File: config.mk
export PLATFORM = sky130hd
export DESIGN_NAME = perm_pad_blk
export DESIGN_NICKNAME = d
export VERILOG_FILES = /design/src/rtl/perm_pkg.sv /design/src/rtl/perm_pad_blk_fmt.sv /design/src/rtl/perm_pad_blk.sv
export SDC_FILE = /design/constraint.sdc
export NUM_CORES = 1
export LEC_CHECK = 0
export ABC_CLOCK_PERIOD_IN_PS = 1900
export BUFFER_PORTS_ARGS = -buffer_cell sky130_fd_sc_hd__buf_2
export CAP_MARGIN = 20
export CORE_UTILIZATION = 46
export CTS_BUF_LIST = sky130_fd_sc_hd__clkbuf_16
export CTS_CLUSTER_DIAMETER = 100
export DETAILED_ROUTE_END_ITERATION = 8
export PLACE_DENSITY_LB_ADDON = 0.08
export SLEW_MARGIN = 20
export SYNTH_ARGS = -nofsm -noshare
export SYNTH_HDL_FRONTEND = slang
export SYNTH_SLANG_ARGS = --single-unit
File: constraint.sdc
create_clock -name clk -period 1.9 [get_ports clk]
set_clock_uncertainty 0.15 [all_clocks]
set_input_delay 0.19 -clock clk [delete_from_list [all_inputs] [get_ports clk]]
set_output_delay 0.19 -clock clk [all_outputs]
set_load 0.02 [all_outputs]
File: src/rtl/perm_pkg.sv
// Shared types and constants for the SHA-3 padding feeder.
package perm_pkg;

    localparam int LANE_W = 64;
    localparam int NLANES = 25;

    localparam logic [7:0] PAD_DOM = 8'h06;
    localparam logic [7:0] PAD_END = 8'h80;

    typedef logic [LANE_W-1:0] lane_t;

    typedef enum logic [1:0] {
        IDLE = 2'd0,
        MSG  = 2'd1,
        PAD  = 2'd2,
        CAP  = 2'd3
    } state_t;

    // Byte-keep mask for a final lane holding n valid bytes (n >= 8 keeps all).
    function automatic lane_t keep_mask(input logic [3:0] n);
        lane_t m;
        if (n[3]) begin
            m = {LANE_W{1'b1}};
        end else begin
            m = ({{(LANE_W-1){1'b0}}, 1'b1} << {n[2:0], 3'b000}) - {{(LANE_W-1){1'b0}}, 1'b1};
        end
        return m;
    endfunction

endpackage

File: src/rtl/perm_pad_blk_fmt.sv
// Lane formatter: masks the tail of a final message lane and inserts the
// 0x06 domain byte and the 0x80 end bit. Purely combinational.
import perm_pkg::*;

module pad_lane_fmt (
    input  logic [LANE_W-1:0] din,
    input  logic [3:0]        n,
    input  logic              is_last,
    input  logic              padpend,
    input  logic              is_final_rate_lane,
    output logic [LANE_W-1:0] lane
);

    logic [LANE_W-1:0] body_s;
    logic [LANE_W-1:0] dom_at_n_s;
    logic [LANE_W-1:0] extra_s;

    // Domain byte lands right after the last valid byte when the lane is not full.
    assign dom_at_n_s = (is_last && !n[3])
                      ? ({{(LANE_W-8){1'b0}}, PAD_DOM} << {n[2:0], 3'b000})
                      : {LANE_W{1'b0}};

    assign body_s = is_last ? ((din & keep_mask(n)) | dom_at_n_s) : din;

    // Owed domain byte always sits in byte 0; the end bit in byte 7.
    assign extra_s = {(is_final_rate_lane ? PAD_END : 8'h00),
                      {(LANE_W-16){1'b0}},
                      (padpend ? PAD_DOM : 8'h00)};

    assign lane = body_s | extra_s;

endmodule

File: src/rtl/perm_pad_blk.sv
// SHA-3 padding feeder: turns a lane stream into complete 25-lane blocks
// (rate lanes then zero capacity lanes) behind a single output register.
import perm_pkg::*;

module perm_pad_blk #(
    parameter int RATE_LANES = 17
) (
    input  logic              clk,
    input  logic              rst,
    input  logic              pushin,
    output logic              stopin,
    input  logic              firstin,
    input  logic              lastin,
    input  logic [3:0]        nbytesin,
    input  logic [LANE_W-1:0] din,
    output logic              pushout,
    input  logic              stopout,
    output logic              firstout,
    output logic [LANE_W-1:0] dout
);

    localparam logic [4:0] LI_LAST_RATE = 5'(RATE_LANES - 1);
    localparam logic [4:0] LI_MAX       = 5'(NLANES - 1);

    state_t            state_r, state_n;
    logic [4:0]        li_r, li_n;
    logic              done_r, done_n;
    logic              padpend_r, padpend_n;
    logic              pushout_r, firstout_r;
    lane_t             dout_r;

    logic              load_s, accept_s, msg_lane_s, final_rate_s, emit_s;
    logic              fmt_last_s, fmt_pad_s, fmt_final_s;
    lane_t             fmt_din_s, fmt_lane_s, lane_s;

    assign load_s       = !pushout_r || !stopout;
    assign stopin       = ((state_r != IDLE) && (state_r != MSG)) || (pushout_r && stopout);
    assign accept_s     = pushin && !stopin;
    assign final_rate_s = (li_r == LI_LAST_RATE);
    assign msg_lane_s   = accept_s && ((state_r == MSG) || ((state_r == IDLE) && firstin));

    // Self-generated pad lanes start from zero and never carry a masked tail.
    assign fmt_din_s   = (state_r == PAD) ? {LANE_W{1'b0}} : din;
    assign fmt_last_s  = (state_r != PAD) && lastin;
    assign fmt_pad_s   = (state_r == PAD) && padpend_r;
    assign fmt_final_s = final_rate_s && ((state_r == PAD) || (lastin && !nbytesin[3]));

    pad_lane_fmt u_fmt (
        .din                (fmt_din_s),
        .n                  (nbytesin),
        .is_last            (fmt_last_s),
        .padpend            (fmt_pad_s),
        .is_final_rate_lane (fmt_final_s),
        .lane               (fmt_lane_s)
    );

    // Next-state, lane index, flags and the lane offered to the output register.
    always_comb begin
        state_n   = state_r;
        li_n      = li_r;
        done_n    = done_r;
        padpend_n = padpend_r;
        emit_s    = 1'b0;
        lane_s    = {LANE_W{1'b0}};
        case (state_r)
            IDLE, MSG: begin
                if (msg_lane_s) begin
                    emit_s = 1'b1;
                    lane_s = fmt_lane_s;
                    li_n   = li_r + 5'd1;
                    if (lastin) begin
                        done_n    = 1'b1;
                        padpend_n = nbytesin[3];
                    end else begin
                        done_n    = 1'b0;
                        padpend_n = 1'b0;
                    end
                    if (final_rate_s) begin
                        state_n = CAP;
                    end else if (lastin) begin
                        state_n = PAD;
                    end else begin
                        state_n = MSG;
                    end
                end else begin
                    state_n = state_r;
                end
            end
            PAD: begin
                if (load_s) begin
                    emit_s    = 1'b1;
                    lane_s    = fmt_lane_s;
                    padpend_n = 1'b0;
                    li_n      = li_r + 5'd1;
                    state_n   = final_rate_s ? CAP : PAD;
                end else begin
                    state_n = state_r;
                end
            end
            CAP: begin
                if (load_s) begin
                    emit_s = 1'b1;
                    lane_s = {LANE_W{1'b0}};
                    if (li_r == LI_MAX) begin
                        li_n = 5'd0;
                        if (padpend_r) begin
                            state_n = PAD;
                        end else if (done_r) begin
                            state_n = IDLE;
                        end else begin
                            state_n = MSG;
                        end
                    end else begin
                        li_n = li_r + 5'd1;
                    end
                end else begin
                    state_n = state_r;
                end
            end
            default: begin
                state_n   = IDLE;
                li_n      = 5'd0;
                done_n    = 1'b0;
                padpend_n = 1'b0;
            end
        endcase
    end

    // Control state: FSM, lane index and padding flags.
    always_ff @(posedge clk) begin
        if (rst) begin
            state_r   <= IDLE;
            li_r      <= 5'd0;
            done_r    <= 1'b0;
            padpend_r <= 1'b0;
        end else begin
            state_r   <= state_n;
            li_r      <= li_n;
            done_r    <= done_n;
            padpend_r <= padpend_n;
        end
    end

    // Output register: loads when empty or draining, holds steady under stall.
    always_ff @(posedge clk) begin
        if (rst) begin
            pushout_r  <= 1'b0;
            firstout_r <= 1'b0;
            dout_r     <= {LANE_W{1'b0}};
        end else if (load_s) begin
            pushout_r  <= emit_s;
            firstout_r <= emit_s && (li_r == 5'd0);
            dout_r     <= lane_s;
        end else begin
            pushout_r  <= pushout_r;
            firstout_r <= firstout_r;
            dout_r     <= dout_r;
        end
    end

    assign pushout  = pushout_r;
    assign firstout = firstout_r;
    assign dout     = dout_r;

endmodule

=== After elaboration in Yosys (flattened, before gate mapping) ===
Index checks and enable logic that the tools add are counted.
W data, S select, Z words.

* Word-level logic and storage cells: 85
* Output and inout bits: 67
* Register bits after elaboration: 75
* Input bits: 74

* Mux-type cells: 31
* Equal/unequal tests: 11
* Shifts and indexed selects: 2
* Reductions and logical operators: 29
* Bitwise operators: 3
* Add/sub/neg operators: 2

{| class="wikitable"
|+ Operators with widths
! kind !! count
|-
| $mux W64 || 5
|-
| $pmux W64 S3 || 1
|-
| $or A64 B64 Y64 || 2
|-
| $and A64 B64 Y64 || 1
|-
| $shl A1 B6 Y64 const A || 1
|-
| $shl A3 B6 Y64 const A || 1
|-
| $sub A64 B1 Y64 const B || 1
|-
| $mux W5 || 4
|-
| $pmux W5 S3 || 1
|-
| $mux W2 || 7
|-
| $logic_and A1 B1 Y1 || 11
|-
| $eq A5 B5 Y1 const B || 2
|-
| $ne A2 B2 Y1 const B || 5
|-
| $mux W1 || 8
|-
| $mux W8 || 1
|-
| $pmux W2 S3 || 1
|-
| $reduce_and A3 Y1 || 2
|-
| $add A5 B1 Y5 const B || 1
|-
| $logic_not A5 Y1 || 1
|-
| $eq A2 B2 Y1 const B || 2
|-
| $logic_not A1 Y1 || 4
|-
| $logic_or A1 B1 Y1 || 4
|-
| $pmux W1 S2 || 2
|-
| $reduce_and A4 Y1 || 1
|-
| 7 further kinds || 9
|}

=== Depth between registers and ports, before layout ===
Gate-level depths: netlist of run 1.

* Word-level depth: 9
* Depth in mapped cells: 6
* Gate-level depth less buffers: 6

=== Hierarchy ===
A second synthesis of run 1 with hierarchy kept.

* Cells, all modules: 411
* Area, all modules: 3,827.4 µm²

{| class="wikitable"
|+ Modules (own cells, without submodules)
! module !! sequential area each (µm²) !! cells each !! area each (µm²) !! instances
|-
| perm_pad_blk || 1,501.4 || 295 || 3,037.9 || 1
|-
| pad_lane_fmt || 0.0 || 116 || 789.5 || 1
|}

=== Worst setup path before layout of run 1 ===
No wires, ideal clock.

* Path type: reg-to-reg
* Start point: register pushout_r (netlist: pushout)
* End point: register dout_r[11] (netlist: dout[11])
* Period minus slack after synthesis: 1.685 ns
* Path buffers: 3
* Path slack: 0.215 ns
* Arrival time: 1.469 ns
* Stages on the path, launching flop included: 7
* Required time: 1.684 ns
* Setup time: 0.066 ns
* Cells stage by stage: dfxtp_1 > and2_1 > buf_4 > buf_2 > clkbuf_1 > a22oi_1 > nor2_1

* Longest elaborated chain between the ends: 7

{| class="wikitable"
|+ RTL lines
! element !! RTL line !! RTL
|-
| start: declaration || perm_pad_blk.sv:29 || <nowiki>logic pushout_r, firstout_r;</nowiki>
|-
| start signal: assignment || perm_pad_blk.sv:151 || <nowiki>pushout_r <= emit_s;</nowiki>
|-
| start signal: assignment || perm_pad_blk.sv:155 || <nowiki>pushout_r <= pushout_r;</nowiki>
|-
| $logic_and A1 B1 Y1 || perm_pad_blk.sv:37 || <nowiki>assign stopin = ((state_r != IDLE) && (state_r != MSG)) || (pushout_r && stopout);</nowiki>
|-
| $logic_or A1 B1 Y1 || perm_pad_blk.sv:37 ||
|-
| $logic_not A1 Y1 || perm_pad_blk.sv:38 || <nowiki>assign accept_s = pushin && !stopin;</nowiki>
|-
| $logic_and A1 B1 Y1 || perm_pad_blk.sv:38 ||
|-
| $logic_and A1 B1 Y1 || perm_pad_blk.sv:40 || <nowiki>assign msg_lane_s = accept_s && ((state_r == MSG) || ((state_r == IDLE) && firstin));</nowiki>
|-
| $mux W64 || perm_pad_blk.sv:67 || <nowiki>if (msg_lane_s) begin</nowiki>
|-
| $pmux W64 S3 || perm_pad_blk.sv:65 || <nowiki>case (state_r)</nowiki>
|-
| end signal: assignment || perm_pad_blk.sv:149 || <nowiki>dout_r <= {LANE_W{1'b0}};</nowiki>
|-
| end signal: assignment || perm_pad_blk.sv:153 || <nowiki>dout_r <= lane_s;</nowiki>
|-
| end signal: assignment || perm_pad_blk.sv:157 || <nowiki>dout_r <= dout_r;</nowiki>
|-
| end: declaration || perm_pad_blk.sv:30 || <nowiki>lane_t dout_r;</nowiki>
|}

Parallel ways exist; a longest one is shown, timed or not.
A chain may end at the register's enable or synchronous reset.

=== Worst setup path after layout of run 1 ===
* Start point: register state_r[0]
* End point: register dout_r[62] (netlist: dout[62])

* Longest elaborated chain between the ends: 9

{| class="wikitable"
|+ RTL lines
! element !! RTL line !! RTL
|-
| start: declaration || perm_pad_blk.sv:25 || <nowiki>state_t state_r, state_n;</nowiki>
|-
| start signal: assignment || perm_pad_blk.sv:137 || <nowiki>state_r <= state_n;</nowiki>
|-
| $ne A2 B2 Y1 || perm_pad_blk.sv:44 || <nowiki>assign fmt_last_s = (state_r != PAD) && lastin;</nowiki>
|-
| $logic_and A1 B1 Y1 || perm_pad_blk.sv:44 ||
|-
| $logic_and A1 B1 Y1 || perm_pad_blk_fmt.sv:19 || <nowiki>assign dom_at_n_s = (is_last && !n[3])</nowiki>
|-
| $mux W64 || perm_pad_blk_fmt.sv:20 || <nowiki>? ({{(LANE_W-8){1'b0}}, PAD_DOM} << {n[2:0], 3'b000})</nowiki>
|-
| $or A64 B64 Y64 || perm_pad_blk_fmt.sv:23 || <nowiki>assign body_s = is_last ? ((din & keep_mask(n)) | dom_at_n_s) : din;</nowiki>
|-
| $mux W64 || perm_pad_blk_fmt.sv:23 ||
|-
| $or A64 B64 Y64 || perm_pad_blk_fmt.sv:30 || <nowiki>assign lane = body_s | extra_s;</nowiki>
|-
| $mux W64 || perm_pad_blk.sv:67 ||
|-
| $pmux W64 S3 (*) || perm_pad_blk.sv:65 ||
|}

Every way passes the cells marked *; elsewhere a longest branch is shown, timed or not.

==> impl_metrics.toml, run 1 <==
[run_status]
status = "completed"

[sta]
slew_viol_final = 0
tightest_slew_ps = 633
rsz0062_at_grt = "no"
finalCriticalPeriod_ps = 1740
hold_ws_ps = 0.550
hold_violations = 0
setup_viol = 0
max-slew-margin-rel_pct = 57.5
fin_tns_setup_ps = 0
fin_crit_sh_pct = 91.6
clock.fmax_ghz = 0.575

[clock_tree]
clk_pin_slew_ps = 60
post_cts_buffers = 0
cts_buffers = 9
ctsHtreeMaxLevel = 3
clock-sinks = 75
cts-root-buf = "clkbuf_16"
clk_path_buf_depth = 2
cts_tree = "built"
insertion_delay_ps = 330

[finish]
multi_input_area_um2 = 1420
seqCellArea_um2 = 1500
mostFrequentLayoutCells = "140 x buf_2, 75 x dfxtp_1, 56 x nor2_1, 54 x a22oi_1, 50 x dlygate4sd3_1"
diodes = 0
n_fill_cell = 495
nets = 592
area_growth_pct = 52.3
final_common_cell = "buf_2"
drive_gt1_share_pct = 34.6
final_area_um2 = 4640

[drt]
viasPerCell = 5.29
via_count = 3160
drt_iter0_drc = 174
drt-total-wl_mm = 8.85
ant_nets = 0
wl_per_cell_um = 14.8
drc_errors = 0
dr.pass1.iters = 4

[die]
start_util_pct = 47.7
design.core.area_um2 = 6390
die_x_um = 83.4
dieArea_um2 = 6950
die_y_um = 83.4
rows = 29
io_pins = 141

[grt]
grt_pass1_wl_mm = 14.6
grt_pass1_vias = 3033
antenna_found_initial = 0
grt_max_degree = 34
grt_use_total_pct = 26.4
grt_overflow = 0

[setup_path]
worstRegToRegCells = 5
critical_path_class = "flop to flop"
reg2reg_slack_ps = 160
r2r_start = "state_r[0]$_SDFFE_PP0P_"
crit_arrival_ps = 1850
crit_path_max_fanout = 12
worstReg2RegEnd = "dout[62]$_SDFFE_PP0N_"
cp-end-kind = "flop"
required_ps = 2010
cp-start-kind = "flop"

[hold_path]
min_path_cells = 3
min_to = "dout[18]$_SDFFE_PP0N_"
min_path_type = "input port to flop"
min_from = "din[18]"

[synth]
synth_edf_count = 0
ys_warn_count = 0
synth_area_leaders = "dfxtp_1 49%, a22oi_1 13%, nor2_1 6.9%"
ys_types = 44
syn_avg_cell_area_um2 = 9.37
synth-seq-area-share_pct = 49.3
synth_fp_nets = 401
synthArstFlopShare_pct = 0
synthesis.area_um2 = 3050
synth_ff_type = "dfxtp_1"
yosysTopAreaCell = "dfxtp_1"
synth_top_area_share_pct = 49.3
synth_seq_cells = 75
synthesis.instances = 325

[place]
dpl.hpwl_mm = 5.72
place.gp.congestion = 0.764
placed_cell_area_um2 = 3830
port_buffers = 140

[pwr]
p_per_area_nw_per_um2 = 884
leakage_nw = 2.07
ir_worst_vdd_mv = 0.545

[job]
maxCapViolations = 0
synth_stat cells (2+ instances only):
library cell and count:
a2111oi_4 3, a211oi_1 2, a211oi_4 2, a21o_1 2
a21oi_1 15, a221oi_1 2, a22oi_1 54, a31oi_1 4
and2_1 5, and3_1 2, buf_2 5, buf_4 2
buf_6 2, clkbuf_1 11, dfxtp_1 75, ha_1 2
inv_1 5, nand2_1 21, nand3_1 3, nand4_1 4
nor2_1 56, nor2b_1 8, nor3_1 2, o2111ai_1 2
o21ai_0 12, o21ai_1 4, xor2_1 3
worst max path at each step:
stage / startpoint / to / slack, ps / cells past startpoint
finish: state_r[0]$_SDFFE_PP0P_ / dout[62]$_SDFFE_PP0N_ / 160 / 5
floorplan: pushout$_SDFFE_PP0N_ / dout[11]$_SDFFE_PP0N_ / 220 / 6
global route: state_r[0]$_SDFFE_PP0P_ / dout[62]$_SDFFE_PP0N_ / 10 / 5
CTS: state_r[0]$_SDFFE_PP0P_ / dout[61]$_SDFFE_PP0N_ / 210 / 5
global placement: lastin / dout[42]$_SDFFE_PP0N_ / 200 / 6
detailed placement: stopout / dout[57]$_SDFFE_PP0N_ / 200 / 5
flip-flops by register name, summed over array words and instances (netlist names):
name,count
dout,64
li_r,5
state_r,2
done_r,1
firstout,1
padpend_r,1
pushout,1
layout make-up:
cell class	instances	area share [%]
clock buffer	9	4.86
sequential	75	32.4
inverter	5	0.405
tap	77	2.08
multi-input combinational	224	30.6
clock inverter	6	1.75
timing repair buffer	201	27.9
per-layer routing:
metal / GRT usage (%) / part of all wire (%)
met1: 33.5 / 45
met5: 0 / 0
met4: 11.9 / 2.2
met2: 42.8 / 48
met3: 6.06 / 5.4
report_power, final:
part / total (W) / switching [W] / internal [W]
logic: 0.000664 / 0.000373 / 0.000291
registers: 0.00169 / 0.0000422 / 0.00164
clock network: 0.00175 / 0.000618 / 0.00113
total: 0.00410 / 0.00103 / 0.00307
cells by family after synthesis:
logic type	Yosys count	synth area share, %
buffers and inverters	26	4.15
DFF	75	49.3
AOI/OAI and AO/OA	108	27.4
and+or+nand+nor	109	16.8
muxes	1	0.370
adders and majority gates	2	0.822
xor gates and xnor gates	4	1.15
timing repair:
action,4_1_cts,5_1_grt
gates resized for setup,0,0
endpoints found under the hold margin,50,0
setup endpoints to repair,0,0
hold buffers,50,0
critical path, cell delays in order (launching register included):
cell	delay, ps
dfxtp_1	430
o21ai_2	110
buf_12	160
nor3_1	530
a22oi_1	140
nor2_1	140
through the flow:
stage / std cells / setup slack [ps] / power [W] / utilization, %
final: 597 / 160 / 0.00410 / 72.6
after global routing: 597 / 14.1 / 0.00425 / 72.6
after CTS: 597 / 206 / 0.00412 / 72.6
after detailed placement: 532 / 196 / 0.00229 / 60.0
after global placement: 532 / 203 / 0.00228 / 60.0
after floorplan: 325 / 215 / 0.00207 / -
Note: power is estimated with default switching activity, not from simulation.
==> run 2, diff against run 1 <==
ABC_AREA = 1   (was unset)
CORE_UTILIZATION = 48   (was 46)
==> run 2 against run 1 <==
Combinational power is 4.1% higher. First-iteration DRC count is 19% lower. Count of clock-buffer cells in the layout stayed put. Fmax is 12% higher. Utilization is 2.2 points higher. Sequential power hardly changed. Power is 2.6% lower. Register-to-register slack better by 180 ps. Critical path depth is 2 higher. Critical endpoint is now dout[42]$_SDFFE_PP0N_. Largest cell class is now multi-input combinational cells. Largest power group is now sequential cells.
==> impl_metrics.toml, run 2 <==
[sta]
finalCriticalPeriod_ps = 1560
rsz0062_at_grt = "no"
max-slew-margin-rel_pct = 75.1
tightest_slew_ps = 373
fin_crit_sh_pct = 82.1
hold_violations = 0
clock.fmax_ghz = 0.641
fin_tns_setup_ps = 0
slew_viol_final = 0
setup_viol = 0

[run_status]
status = "completed"

[synth]
synthArstFlopShare_pct = 0
yosysMostFrequentCell = "nand2_1"
ys_types = 29
synth_fp_nets = 530
synth_ff_type = "dfxtp_1"
synth_area_leaders = "dfxtp_1 45%, nand2_1 16%, a21oi_1 9.8%"
synth_seq_cells = 75
ys_warn_count = 0
synth_top_area_share_pct = 45.4
synthesis.area_um2 = 3310
synthesis.instances = 454
synth-seq-area-share_pct = 45.4
yosysTopAreaCell = "dfxtp_1"
synth_commonest_cells = "142 x nand2_1, 75 x dfxtp_1, 65 x a21oi_1, 47 x nand3_1, 36 x nor2_1"
synth_edf_count = 0
syn_avg_cell_area_um2 = 7.28

[setup_path]
crit_chain = "inv_1 > nand2_2 > nand3_1 > nand2_1 > nand2_1 > nand2_1 > a21oi_1"
cp.buffers_inverters = 1
cp_top_family = "simple AND/OR/NAND/NOR gates"
crit_path_max_fanout = 9
critical_path_class = "flop to flop"
crit_top_cell = "nand2_1"
cp_slowest_cell = "dfxtp_1"
max_stage_delay_ps = 430
cp-start-kind = "flop"
cp-end-kind = "flop"
required_ps = 1960
crit_arrival_ps = 1620

[clock_tree]
ctsHtreeMaxLevel = 3
cts_resized = 0
cts-root-buf = "clkbuf_16"
cts_buffers = 9
clk_path_buf_depth = 2
clk_pin_slew_ps = 60
clock-sinks = 75
insertion_delay_ps = 320
cts_tree = "built"

[finish]
final_common_cell = "nand2_1"
area_growth_pct = 46.9
utilization_pct = 74.8
seqCellArea_um2 = 1500
largest_reg_flops = 64
mostFrequentLayoutCells = "142 x nand2_1, 140 x buf_2, 75 x dfxtp_1, 65 x a21oi_1, 48 x dlygate4sd3_1"
multi_input_area_um2 = 1600
drive_gt1_share_pct = 29.2
nets = 719
n_fill_cell = 516
diodes = 0

[drt]
drc_errors = 0
viasPerCell = 5.01
via_count = 3630
drt-total-wl_mm = 9.45
wl_per_cell_um = 13.1
dr.pass1.iters = 4
drt_iter0_drc = 141
ant_nets = 0

[die]
rows = 29
die_y_um = 85
io_pins = 141
dieArea_um2 = 7230
start_util_pct = 50.9
die_x_um = 85
design.core.area_um2 = 6490

[grt]
antenna_found_initial = 0
grt_overflow = 0
grt_pass1_vias = 3438
grt_use_total_pct = 26.6
grt_max_degree = 35
grt_pass1_wl_mm = 15.4

[pwr]
ir_worst_vdd_mv = 0.475
p_per_area_nw_per_um2 = 822
leakage_nw = 2.28

[place]
place.gp.congestion = 0.856
dpl.hpwl_mm = 6.16
port_buffers = 140

[job]
maxCapViolations = 0

[hold_path]
min_path_type = "input port to flop"
[run 2: changes by cell type in the layout (fill, tap and decap cells not counted), sizes merged, moves of 4 or more]
cell	change
a211oi	-5
a21oi	+50
a22oi	-54
a31oi	-4
and2	-5
inv	+23
nand2	+129
nand3	+45
nor2	-10
nor2b	-8
o21ai	-5
[run 2: cell families (layout without fill, tap and decap cells)]
family / count (synthesis) / after routing / share of synthesized area [%]
and+or+nand+nor: 250 / 250 / 35.0
adders and majority gates: 2 / 2 / 0.757
DFF: 75 / 75 / 45.4
AOI/OAI and AO/OA: 81 / 81 / 12.7
buffers and inverters: 46 / 239 / 6.13
[run 2: path summary, 6_finish.rpt]
check | from | cells past startpoint | endpoint | slack, ps
min reg2reg | dout[36]$_SDFFE_PP0N_ | 2 | dout[36]$_SDFFE_PP0N_ | 310
min | din[2] | 3 | dout[2]$_SDFFE_PP0N_ | 10
max | state_r[0]$_SDFFE_PP0P_ | 7 | dout[42]$_SDFFE_PP0N_ | 340
max reg2reg | state_r[0]$_SDFFE_PP0P_ | 7 | dout[42]$_SDFFE_PP0N_ | 340
[run 2: through the flow]
| step | instances | setup WS (ps) | total power [W] | hold WS (ps) | area, um2 |
|---|---|---|---|---|---|
| final | 724 | 341 | 0.00399 | 12.5 | 4860 |
| after global routing | 724 | 193 | 0.00415 | 7.34 | 4860 |
| after global placement | 661 | 388 | 0.00232 | 289 | 4090 |
| after CTS | 724 | 332 | 0.00400 | 11.4 | 4860 |
| after floorplan | 454 | 462 | 0.00211 | 183 | 3310 |
| after detailed placement | 661 | 344 | 0.00232 | 294 | 4090 |
[run 2: worst reg2reg max path: stages (launching register included)]
cell	delay, ps
dfxtp_1	430
inv_1	80
nand2_2	180
nand3_1	300
nand2_1	150
nand2_1	60
nand2_1	50
a21oi_1	50
[run 2: area by class of cell]
type                       instances  area share [%]
multi-input combinational        333            33.0
sequential                        75            30.9
timing repair buffer             196            26.1
clock buffer                       9            4.64
inverter                          28            2.22
tap                               77            1.98
clock inverter                     6            1.18
[run 2: repair_timing]
action,4_1_cts,5_1_grt
hold endpoints to repair,48,0
hold buffers,48,0
setup buffers,0,0
[run 2: per-layer routing]
metal  GRT usage [%]  wire (um)
met1            31.3       4000
met2            48.0       4740
met3            4.57        527
met4            10.6        186
met5               0          0
[run 2: where the power goes]
| group | switching, W | internal [W] | total, W |
|---|---|---|---|
| sequential | 0.0000398 | 0.00165 | 0.00168 |
| combinational | 0.000407 | 0.000284 | 0.000691 |
| clock | 0.000621 | 0.000997 | 0.00162 |
| total | 0.00107 | 0.00293 | 0.00399 |
==> run 3, diff against run 2 <==
ABC_CLOCK_PERIOD_IN_PS = 1270   (was 1900)
CORE_UTILIZATION = 43   (was 48)
clock period = 1.27 ns   (was 1.9 ns; I/O delays follow)
==> run 3 against run 2 <==
Largest power group unchanged. Wire length increased by 15%. Highest routed layer unchanged. Cell count increased by 10%. The run now ends with hold timing, setup timing left. Via count increased by 6.7%. Critical path type unchanged. Combinational power increased by 100%. Setup slack got worse by 480 ps. First-iteration DRC count decreased by 8.5%. Critical endpoint is now state_r[0]$_SDFFE_PP0P_. Global-route usage decreased by 1.3 points. Power increased by 59%. Die area increased by 11%. Flip-flop and latch count unchanged.
==> impl_metrics.toml, run 3 (synthesis results as in run 2) <==
[finish]
nets = 770
largest_reg_flops = 64
area_growth_pct = 73.6
drive_gt1_share_pct = 44.4
diodes = 0
utilization_pct = 78.3
fin_cells = 797
final_common_cell = "buf_2"
mostFrequentLayoutCells = "139 x buf_2, 119 x nand2_1, 70 x dfxtp_1, 55 x dlygate4sd3_1, 41 x nand3_1"

[sta]
max-slew-margin-rel_pct = 78.2
rsz0062_at_grt = "yes"
tightest_slew_ps = 326
hold_ws_ps = -5.11
fin_crit_sh_pct = 111
setup_viol = 62
hold_violations = 1
layout_setup_ws_ps = -134
clock.fmax_ghz = 0.712
slew_viol_final = 0
finalCriticalPeriod_ps = 1400

[pwr]
power_w = 0.00636
ir_worst_vdd_mv = 0.735
p_per_area_nw_per_um2 = 1110
leakage_nw = 2.61

[setup_path]
critical_path_class = "flop to flop"
crit_path_start = "state_r[0]$_SDFFE_PP0P_"
reg2reg_slack_ps = -130
crit_arrival_ps = 1470
cp-start-kind = "flop"
crit_path_max_fanout = 5
worstReg2RegEnd = "state_r[0]$_SDFFE_PP0P_"
worstRegToRegCells = 7
r2r_start = "state_r[0]$_SDFFE_PP0P_"
cp-end-kind = "flop"
required_ps = 1330

[drt]
drt-total-wl_mm = 10.8
drc_errors = 0
wl_per_cell_um = 13.6
via_count = 3875
dr.pass1.iters = 4
viasPerCell = 4.86
ant_nets = 0
drt_iter0_drc = 129

[hold_path]
min_path_cells = 5
min_to = "dout[41]$_SDFFE_PP0N_"
min_from = "din[41]"
min_path_type = "input port to flop"

[grt]
antenna_found_initial = 0
grt_use_total_pct = 25.3
grt_overflow = 0
grt_max_degree = 42
grt_pass1_wl_mm = 15.6
grt_pass1_vias = 3430

[die]
start_util_pct = 45.1
rows = 31
die_x_um = 89.7
io_pins = 141
design.core.area_um2 = 7330
die_y_um = 89.7
dieArea_um2 = 8050

[clock_tree]
clk_path_buf_depth = 2
clock-sinks = 75
cts-root-buf = "clkbuf_16"
cts_tree = "built"
clk_pin_slew_ps = 60
cts_buffers = 9
ctsHtreeMaxLevel = 3
insertion_delay_ps = 320

[run_status]
violations = "hold timing, setup timing"
status = "complete, but fails checks"

[place]
port_buffers = 140
dpl.hpwl_mm = 6.75
dp_cells = 717
place.gp.congestion = 0.864

[job]
maxCapViolations = 0
==> run 3: how the worst max path moves through the flow <==
stage,endpoint,slack [ps],depth (start not counted)
4_1_cts,stopin,-100,4
2_1_floorplan,dout[49]$_SDFFE_PP0N_,-7,8
5_1_grt,state_r[0]$_SDFFE_PP0P_,-210,7
3_3_place_gp,dout[41]$_SDFFE_PP0N_,-70,6
6_report,state_r[0]$_SDFFE_PP0P_,-130,7
3_5_place_dp,dout[35]$_SDFFE_PP0N_,-140,6
==> run 3: worst max-delay path, cell delays in order (launching register included) <==
cell	delay, ps
dfxtp_4	370
buf_4	150
nand2_2	120
inv_2	80
a21oi_1	140
o21ai_1	110
nor2_1	120
nor2_1	60
==> run 3: timing repair <==
item,in CTS,in global routing
endpoints found under the hold margin,55,0
setup buffers,4,6
pin swaps,21,29
endpoints found under the setup margin,74,75
gates resized for setup,44,61
gates cloned,1,0
hold buffers,55,0
==> run 3: power by group <==
part	total [W]	switching [W]	internal, W
sequential	0.00253	0.0000694	0.00246
combinational	0.00141	0.000767	0.000646
clock	0.00241	0.000916	0.00149
total	0.00636	0.00175	0.00460
==> run 3: routing by layer <==
metal  GRT usage, %  wire [um]  vias up
li1               -          -     1958
met1           30.0       4480     1785
met2           45.0       5520      116
met3           5.94        668       16
met4           8.37        174        0
met5              0          0        -
==> run 3: final cells by class <==
| class | count | area, um2 |
|---|---|---|
| clock inverters | 6 | 56.3 |
| clock buffers | 9 | 225 |
| inverters | 28 | 115 |
| flip-flops and latches | 75 | 1520 |
| fillers | 534 | 1590 |
| repair buffers | 246 | 1750 |
| well taps | 99 | 124 |
| multi-input cells | 334 | 1960 |
==> run 3: stage by stage <==
stage / hold WS, ps / area [um2] / setup WS [ps] / setup TNS, ps
floorplan: 120 / 3350 / -7.30 / -18.6
global placement: 224 / 4460 / -72.3 / -1810
detailed placement: 231 / 4460 / -140 / -3990
CTS: 2.22 / 5480 / -95.3 / -1800
global route: 14.7 / 5740 / -208 / -8340
finish: -5.11 / 5740 / -134 / -3830
